==> src/rtl/bcd_scan_counter_pkg.sv <==
// Shared constants and helpers for the four-digit BCD scan counter.
package bcd_scan_counter_pkg;

  localparam logic [3:0] BCD_MAX        = 4'd9;
  localparam int         NUM_DIGITS     = 4;
  localparam logic [3:0] DIGIT_SEL_IDLE = 4'b1111;
  localparam int         IDX_W          = 2;

  typedef logic [IDX_W-1:0] scan_idx_t;

  // Active-low one-hot select for the digit addressed by idx.
  function automatic logic [3:0] digit_sel_of(input scan_idx_t idx);
    return DIGIT_SEL_IDLE & ~(4'b0001 << idx);
  endfunction

endpackage

==> src/rtl/bcd_digit.sv <==
// One cascadable decade counter stage; co/bo flag a wrap and drive the next stage.
module bcd_digit
  import bcd_scan_counter_pkg::*;
(
  input  logic       clk,
  input  logic       rst_n,
  input  logic       inc,
  input  logic       dec,
  input  logic       clr,
  output logic [3:0] digit,
  output logic       co,
  output logic       bo
);

  logic [3:0] digit_q;
  logic [3:0] digit_d;

  always_comb begin
    digit_d = digit_q;
    if (clr) begin
      digit_d = 4'd0;
    end else if (inc) begin
      digit_d = (digit_q >= BCD_MAX) ? 4'd0 : digit_q + 4'd1;
    end else if (dec) begin
      digit_d = (digit_q == 4'd0 || digit_q > BCD_MAX) ? BCD_MAX : digit_q - 4'd1;
    end
  end

  always_ff @(posedge clk or negedge rst_n) begin
    if (!rst_n) begin
      digit_q <= 4'd0;
    end else begin
      digit_q <= digit_d;
    end
  end

  // A clear suppresses any wrap so nothing ripples into the next stage.
  assign co    = inc & ~clr & (digit_q >= BCD_MAX);
  assign bo    = dec & ~inc & ~clr & (digit_q == 4'd0);
  assign digit = digit_q;

endmodule

==> src/rtl/bcd_scan_counter.sv <==
// Four-digit BCD up/down counter with a time-multiplexed digit scanner feeding one decoder.
module bcd_scan_counter
  import bcd_scan_counter_pkg::*;
#(
  parameter int CLK_DIV_COUNT = 50000000,
  parameter int SCAN_DIV      = 50000
) (
  input  logic        clk,
  input  logic        rst_n,
  input  logic        en,
  input  logic        up_dn,
  input  logic        clr,
  output logic [15:0] value,
  output logic [3:0]  bcd_out,
  output logic [3:0]  digit_sel,
  output logic        carry
);

  localparam int CNT_W  = (CLK_DIV_COUNT > 1) ? $clog2(CLK_DIV_COUNT) : 1;
  localparam int SCAN_W = (SCAN_DIV > 1) ? $clog2(SCAN_DIV) : 1;
  localparam logic [CNT_W-1:0]  CNT_LAST  = CNT_W'(CLK_DIV_COUNT - 1);
  localparam logic [SCAN_W-1:0] SCAN_LAST = SCAN_W'(SCAN_DIV - 1);

  logic [CNT_W-1:0]  cnt_q, cnt_d;
  logic [SCAN_W-1:0] scan_cnt_q, scan_cnt_d;
  scan_idx_t         idx_q, idx_d;
  logic [3:0]        sel_q, sel_d;
  logic [3:0]        bcd_q, bcd_d;
  logic              carry_q, carry_d;
  logic              tick;
  logic              scan_tc;

  logic [NUM_DIGITS:0] inc_c;
  logic [NUM_DIGITS:0] dec_c;
  logic [3:0]          digits [NUM_DIGITS];

  assign tick     = en & (cnt_q == CNT_LAST);
  assign inc_c[0] = tick & up_dn;
  assign dec_c[0] = tick & ~up_dn;

  for (genvar g = 0; g < NUM_DIGITS; g++) begin : g_digit
    bcd_digit u_digit (
      .clk   (clk),
      .rst_n (rst_n),
      .inc   (inc_c[g]),
      .dec   (dec_c[g]),
      .clr   (clr),
      .digit (value[4*g +: 4]),
      .co    (inc_c[g+1]),
      .bo    (dec_c[g+1])
    );
    assign digits[g] = value[4*g +: 4];
  end

  always_comb begin
    cnt_d = cnt_q;
    if (clr) begin
      cnt_d = '0;
    end else if (en) begin
      cnt_d = tick ? '0 : cnt_q + CNT_W'(1);
    end
  end

  assign carry_d = (inc_c[NUM_DIGITS] | dec_c[NUM_DIGITS]) & ~clr;

  // Select and nibble are both derived from the next index so they move together.
  always_comb begin
    scan_tc    = (scan_cnt_q == SCAN_LAST);
    scan_cnt_d = scan_tc ? '0 : scan_cnt_q + SCAN_W'(1);
    idx_d      = scan_tc ? idx_q + scan_idx_t'(1) : idx_q;
    sel_d      = digit_sel_of(idx_d);
    bcd_d      = digits[idx_d];
  end

  always_ff @(posedge clk or negedge rst_n) begin
    if (!rst_n) begin
      cnt_q      <= '0;
      scan_cnt_q <= '0;
      idx_q      <= '0;
      sel_q      <= digit_sel_of('0);
      bcd_q      <= 4'd0;
      carry_q    <= 1'b0;
    end else begin
      cnt_q      <= cnt_d;
      scan_cnt_q <= scan_cnt_d;
      idx_q      <= idx_d;
      sel_q      <= sel_d;
      bcd_q      <= bcd_d;
      carry_q    <= carry_d;
    end
  end

  assign digit_sel = sel_q;
  assign bcd_out   = bcd_q;
  assign carry     = carry_q;

endmodule

==> config.mk <==
export PLATFORM = sky130hd
export DESIGN_NAME = bcd_scan_counter
export DESIGN_NICKNAME = d
export VERILOG_FILES = /design/src/rtl/bcd_scan_counter_pkg.sv /design/src/rtl/bcd_digit.sv /design/src/rtl/bcd_scan_counter.sv
export SDC_FILE = /design/constraint.sdc
export NUM_CORES = 1
export LEC_CHECK = 0
export CAP_MARGIN = 20
export CORE_ASPECT_RATIO = 1.5
export CORE_MARGIN = 1
export CORE_UTILIZATION = 40
export CTS_CLUSTER_SIZE = 20
export DETAILED_ROUTE_END_ITERATION = 16
export DONT_BUFFER_PORTS = 1
export PLACE_DENSITY = 0.54
export SLEW_MARGIN = 20
export SYNTH_ARGS = -nofsm -noshare
export SYNTH_HDL_FRONTEND = slang
export SYNTH_SLANG_ARGS = --single-unit
==> constraint.sdc <==
create_clock -name clk -period 2.4 [get_ports clk]
set_clock_uncertainty 0.1 [all_clocks]
set_input_delay 0.48 -clock clk [delete_from_list [all_inputs] [get_ports clk]]
set_output_delay 0.48 -clock clk [all_outputs]
set_load 0.01 [all_outputs]
# Yosys cells after proc, flatten, opt, wreduce, memory -nomap -nowiden

Cells that the tools add are included.

Register bits: 69
Input port bits: 5
Output and inout bits: 25

Add/sub/neg operators: 11
$lt $le $gt $ge: 9
Equal/unequal tests: 2
Shifts and indexed selects: 1
Mux-type cells: 28
Bitwise gates (word level): 33
Reduce and logical (&&, ||, !) cells: 13

Operators with widths:

| kind                                                      | number |
|---|---|
| 2-to-1 mux 4 bit                                          | 22 |
| 2-to-1 mux 26 bit                                         | 3 |
| adder 26 x 1 -> 26 bit (second input constant)            | 1 |
| equality test 26 bit (second input constant)              | 1 |
| bitwise AND 1 bit                                         | 24 |
| adder 16 x 1 -> 16 bit (second input constant)            | 1 |
| adder 4 x 1 -> 4 bit (second input constant)              | 4 |
| equality test 16 bit (second input constant)              | 1 |
| greater-or-equal comparator 4 bit (second input constant) | 4 |
| greater-than comparator 4 bit (second input constant)     | 4 |
| zero test 4 bit                                           | 4 |
| 2-to-1 mux 16 bit                                         | 1 |
| subtractor 4 x 1 -> 4 bit (second input constant)         | 4 |
| nonzero test 3 bit                                        | 4 |
| binary-select mux 4 bit (select 2 bit)                    | 1 |
| inverter 1 bit                                            | 6 |
| logical OR 1 bit                                          | 4 |
| inverter 4 bit                                            | 1 |
| << shifter 1 x 2 -> 4 bit (first input constant)          | 1 |
| greater-or-equal comparator 3 bit (second input constant) | 1 |
| inverter 2 -> 3 bit                                       | 1 |
| adder 2 x 1 -> 2 bit (second input constant)              | 1 |
| 2-to-1 mux 2 bit                                          | 1 |
| nonzero test 2 bit                                        | 1 |
| OR 1 bit                                                  | 1 |

# Logic depth before layout (Yosys ltp)

Word-level depth: 18
Depth in mapped cells: 9
Depth with buffers taken out: 8

# Cells and area by module

From an unflattened synthesis, not the netlist that was laid out.

Cells, all modules: 505
Area total of the unflattened synthesis: 4642.0 um2

By module, submodules not included:

| module           | times used | cells each | area an instance (um2) | sequential area each (um2) |
|---|---|---|---|---|
| bcd_scan_counter | 1          | 301        | 2990.4                 | 1330.0 |
| bcd_digit        | 4          | 51         | 412.9                  | 100.1 |

# Least setup slack after synthesis

OpenSTA, ideal clock, no wires.

Path type: register to register
Start point: register g_digit[0].u_digit.digit_q[0]
End point: register g_digit[3].u_digit.digit_q[3]
Library setup time: 136 ps
Data arrival time: 2034 ps
Data required time: 2164 ps
Path slack: 129 ps
Stages on the path, launching flop included: 9
Path buffers: 0
Period minus slack after synthesis: 2271 ps
Cells stage by stage: dfrtp_1 > inv_1 > ha_1 > or3b_4 > nand4_2 > nor2_2 > and3_4 > mux2i_1 > o31ai_2

Word-level cells in the longest chain between the ends: 10

RTL lines:

| element                           | RTL line        | RTL |
|---|---|---|
| start: declaration                | bcd_digit.sv:15 | `logic [3:0] digit_q;` |
| start signal: assignment          | bcd_digit.sv:33 | `digit_q <= digit_d;` |
| greater-or-equal comparator 4 bit | bcd_digit.sv:38 | `assign co = inc & ~clr & (digit_q >= BCD_MAX);` |
| bitwise AND 1 bit                 | bcd_digit.sv:38 |  |
| inverter 1 bit                    | bcd_digit.sv:39 | `assign bo = dec & ~inc & ~clr & (digit_q == 4'd0);` |
| bitwise AND 1 bit (6 in series)   | bcd_digit.sv:39 |  |
| nonzero test 3 bit (no line)      | -               |  |
| end signal: assignment            | bcd_digit.sv:33 |  |
| end: declaration                  | bcd_digit.sv:15 |  |

Parallel ways exist; a longest one is shown, timed or not.
A chain may end at the register's enable or synchronous reset.

# Worst setup path in the final report

Start point: register g_digit[1].u_digit.digit_q[0]
End point: register g_digit[3].u_digit.digit_q[0]

Word-level cells in the longest chain between the ends: 7

RTL lines:

| element                           | RTL line |
|---|---|
| start: declaration                | bcd_digit.sv:15 |
| start signal: assignment          | bcd_digit.sv:33 |
| greater-or-equal comparator 4 bit | bcd_digit.sv:38 |
| bitwise AND 1 bit                 | bcd_digit.sv:38 |
| inverter 1 bit                    | bcd_digit.sv:39 |
| bitwise AND 1 bit (3 in series)   | bcd_digit.sv:39 |
| nonzero test 3 bit (no line)      | - |

Parallel ways exist; a longest one is shown, timed or not.

==> results_dict.tcl <==
set metrics [dict create \
    routed_via_density 5.58 \
    crit_path_start "g_digit[1].u_digit.digit[0]" \
    timing.max_cap.violations 0 \
    n_antenna_cell 0 \
    worstMarginPinSlew_ns 0.449 \
    vias 3515 \
    p_clk_share_pct 48.3 \
    syn_area_per_cell_um2 9.19 \
    seq_power_share_pct 43.6 \
    min_from "clr" \
    synthesis.instances 457 \
    irDropWorstVdd_v 0.000325 \
    grt_pass1_wl_mm 17.2 \
    core_area_mm2 0.0102 \
    portBuffers 0 \
    cp_common_cell "buf_4" \
    critPathLaunchType "register" \
    endpoint "g_digit[3].u_digit.digit[0]" \
    reg2reg_depth 10 \
    slowest_delay_ns 0.40 \
    cp_slowest_cell "dfrtp_1" \
    clkTransAtPathRegs_ns 0.06 \
    cp_top_family "buffers and inverters" \
    combinationalPowerShare_pct 8.1 \
    synth_edf_count 0 \
    worstPathCellList "inv_1 -> ha_1 -> buf_4 -> nor3b_1 -> buf_4 -> nand3_1 -> o21ai_1 -> a21oi_2 -> buf_4 -> o41ai_2" \
    cts_buffers 9 \
    crit_cells 10 \
    ys_seq_elements 69 \
    drt-initial-drc-count 201 \
    fin_tns_setup_ns 0 \
    ys_seq_area_share_pct 41.2 \
    place_area_mm2 0.00451 \
    layout.nets 503 \
    period_share_pct 95.7 \
    crit_buf_inv 4 \
    cp_max_fo 7 \
    rows 45 \
    p_int_uw 2100 \
    grt_pass1_vias 3483 \
    grt_use_total_pct 20.5 \
    p_leak_uw 0.00209 \
    cts_buffer_depth 2 \
    ys_types 71 \
    slew_viol_final 0 \
    powerDensity_mw_per_mm2 566 \
    ys.flop_type "dfrtp_1" \
    r2r-start "g_digit[1].u_digit.digit[0]" \
    setup.worst_path.class "register to register" \
    switching_share_pct 24.4 \
    period_minus_slack_ns 2.30 \
    drc 0 \
    clock-sinks 69 \
    switching_power_uw 676 \
    syn_nets 476 \
    cp.arrival_ns 2.42 \
    cts_root_buf "clkbuf_16" \
    initial_core_util_pct 41.2 \
    yosysWarnings 0 \
    stdcell_area_mm2 0.00489 \
    final_common_cell "dfrtp_1" \
    fmax_mhz 436 \
    firstDrtPassIters 5 \
    setup_viol 0 \
    drt-wirelength-per-cell_um 16.5 \
    antenna_left 0 \
    htree_num_levels 3 \
    hold_class "primary input to register" \
    antenna_found_initial 0 \
    reg2reg_to "g_digit[3].u_digit.digit[0]" \
    synthToLayoutAreaGrowth_pct 16.6 \
    required_ns 2.53 \
    fp.dieW_um 85.7 \
    pin_count 30 \
    hpwl_mm 7.49 \
    dieHeight_um 127 \
    ys_async_sr_fraction_pct 100 \
    reg2reg_slack_ns 0.10 \
    drive_above_1_share_pct 16.2 \
    max_slew_margin_pct 69.7 \
    outcome "finished, final reports clean" \
    hold_viol 0 \
    gp_congestion 0.906 \
    clk-insertion-delay-late_ns 0.34 \
    gr-total-overflow 0 \
    synth.cell_area_mm2 0.00420 \
    mostFrequentLayoutCells "66 x dfrtp_1, 49 x nor2_1, 47 x nand2_1, 34 x buf_4, 23 x xor2_1" \
    grt_max_degree 70 \
    end_kind "register" \
    tritoncts "built" \
    die_area_mm2 0.0109 \
    routed_wl_mm 10.4 \
]
## sequential cells by signal, indices dropped and copies added, names as in the netlist
name / flops
carry: 1
digit_sel: 4
idx_q: 2
cnt_q: 26
g_digit.u_digit.digit: 16
scan_cnt_q: 16
bcd_out: 4
## what timing repair did
action | in CTS | in global routing
hold buffers | 2 | 0
resized for setup | 0 | 5
buffers inserted | 0 | 3
endpoints found under the setup margin | 0 | 5
endpoints found under the hold margin | 69 | 0
## final cells by class
| cell class | count | area [um2] |
|---|---|---|
| clock buffer | 10 | 239 |
| clock inverter | 6 | 62.6 |
| fill | 954 | 5300 |
| inverter | 16 | 60.1 |
| multi-input combinational | 352 | 2330 |
| sequential | 69 | 1730 |
| tap | 141 | 176 |
| timing repair buffer | 36 | 293 |
## cell usage after synthesis, types with 2 or more instances
master / number / area, um2
buf_1: 2 / 7.51
buf_6: 2 / 22.5
mux2i_1: 5 / 50.1
or3_1: 7 / 43.8
o21a_1: 2 / 15.0
nor3b_1: 8 / 60.1
or2_2: 2 / 12.5
and4_1: 6 / 52.6
mux2_2: 4 / 45.0
nand4_2: 2 / 25.0
nor2b_1: 7 / 43.8
a31oi_1: 7 / 43.8
clkbuf_1: 11 / 41.3
nand4_1: 10 / 62.6
o41ai_1: 2 / 17.5
a211oi_1: 7 / 52.6
a21oi_1: 19 / 95.1
nor4_1: 6 / 37.5
and2_1: 6 / 37.5
dfstp_2: 3 / 78.8
dfrtp_1: 66 / 1650
a221o_1: 2 / 20.0
nand3_1: 20 / 100
xor2_1: 23 / 201
buf_2: 4 / 20.0
o211ai_1: 2 / 15.0
nor2_1: 49 / 184
nand2_1: 47 / 176
o21ai_0: 17 / 85.1
o31ai_1: 4 / 30.0
inv_1: 16 / 60.1
xnor2_1: 12 / 105
o211a_1: 3 / 30.0
nand2b_1: 8 / 50.1
o21bai_1: 3 / 22.5
a221oi_1: 2 / 17.5
and3_1: 6 / 37.5
nor4b_1: 2 / 17.5
ha_1: 14 / 175
nor3_1: 8 / 40.0
## through the flow
stage | worst slack, ns | std cells | power [uW] | utilization (%) | hold WS [ns]
after detailed placement | 0.120 | 609 | 1420 | 44.2 | 0.0864
after global placement | 0.198 | 609 | 1410 | 44.2 | 0.0873
final | 0.104 | 630 | 2770 | 48.0 | 0.106
after CTS | 0.105 | 627 | 2800 | 47.6 | 0.0944
after floorplan | 0.129 | 457 | 1370 | - | 0.0844
after global routing | -0.0103 | 630 | 2890 | 48.0 | 0.0972
## logic make-up (layout without fill, tap and decap cells)
family | count (synthesis) | count (layout) | share of synthesized area (%)
adders and majority gates | 14 | 14 | 4.17
and+or+nand+nor | 209 | 209 | 27.3
xor gates and xnor gates | 35 | 35 | 7.30
buffers and inverters | 36 | 68 | 3.78
AOI/OAI and AO/OA | 85 | 85 | 14.0
DFF | 69 | 69 | 41.2
muxes | 9 | 9 | 2.26
## how the worst min path moves through the flow
| stage | to | slack, ns | depth (start not counted) |
|---|---|---|---|
| 2_1_floorplan | bcd_out[0] | 0.08 | 0 |
| 3_3_place_gp | cnt_q[14] | 0.09 | 0 |
| 3_5_place_dp | cnt_q[18] | 0.09 | 0 |
| 4_1_cts | cnt_q[24] | 0.09 | 1 |
| 5_1_grt | cnt_q[24] | 0.1 | 1 |
| 6_report | cnt_q[24] | 0.11 | 1 |
## per-layer routing
| metal | wire length [um] | GRT usage (%) |
|---|---|---|
| met5 | 0 | 0 |
| met1 | 4200 | 22.7 |
| met2 | 5490 | 36.2 |
| met4 | 327 | 10.2 |
| met3 | 389 | 4.97 |
## power by group through the flow
stage | Clock (uW) | Combinational (uW) | Sequential [uW]
floorplan | 0 | 155 | 1220
global placement | 0 | 184 | 1230
detailed placement | 0 | 185 | 1230
CTS | 1380 | 219 | 1210
global route | 1430 | 251 | 1210
finish | 1340 | 224 | 1210
Power figures use the tool's default switching activity.
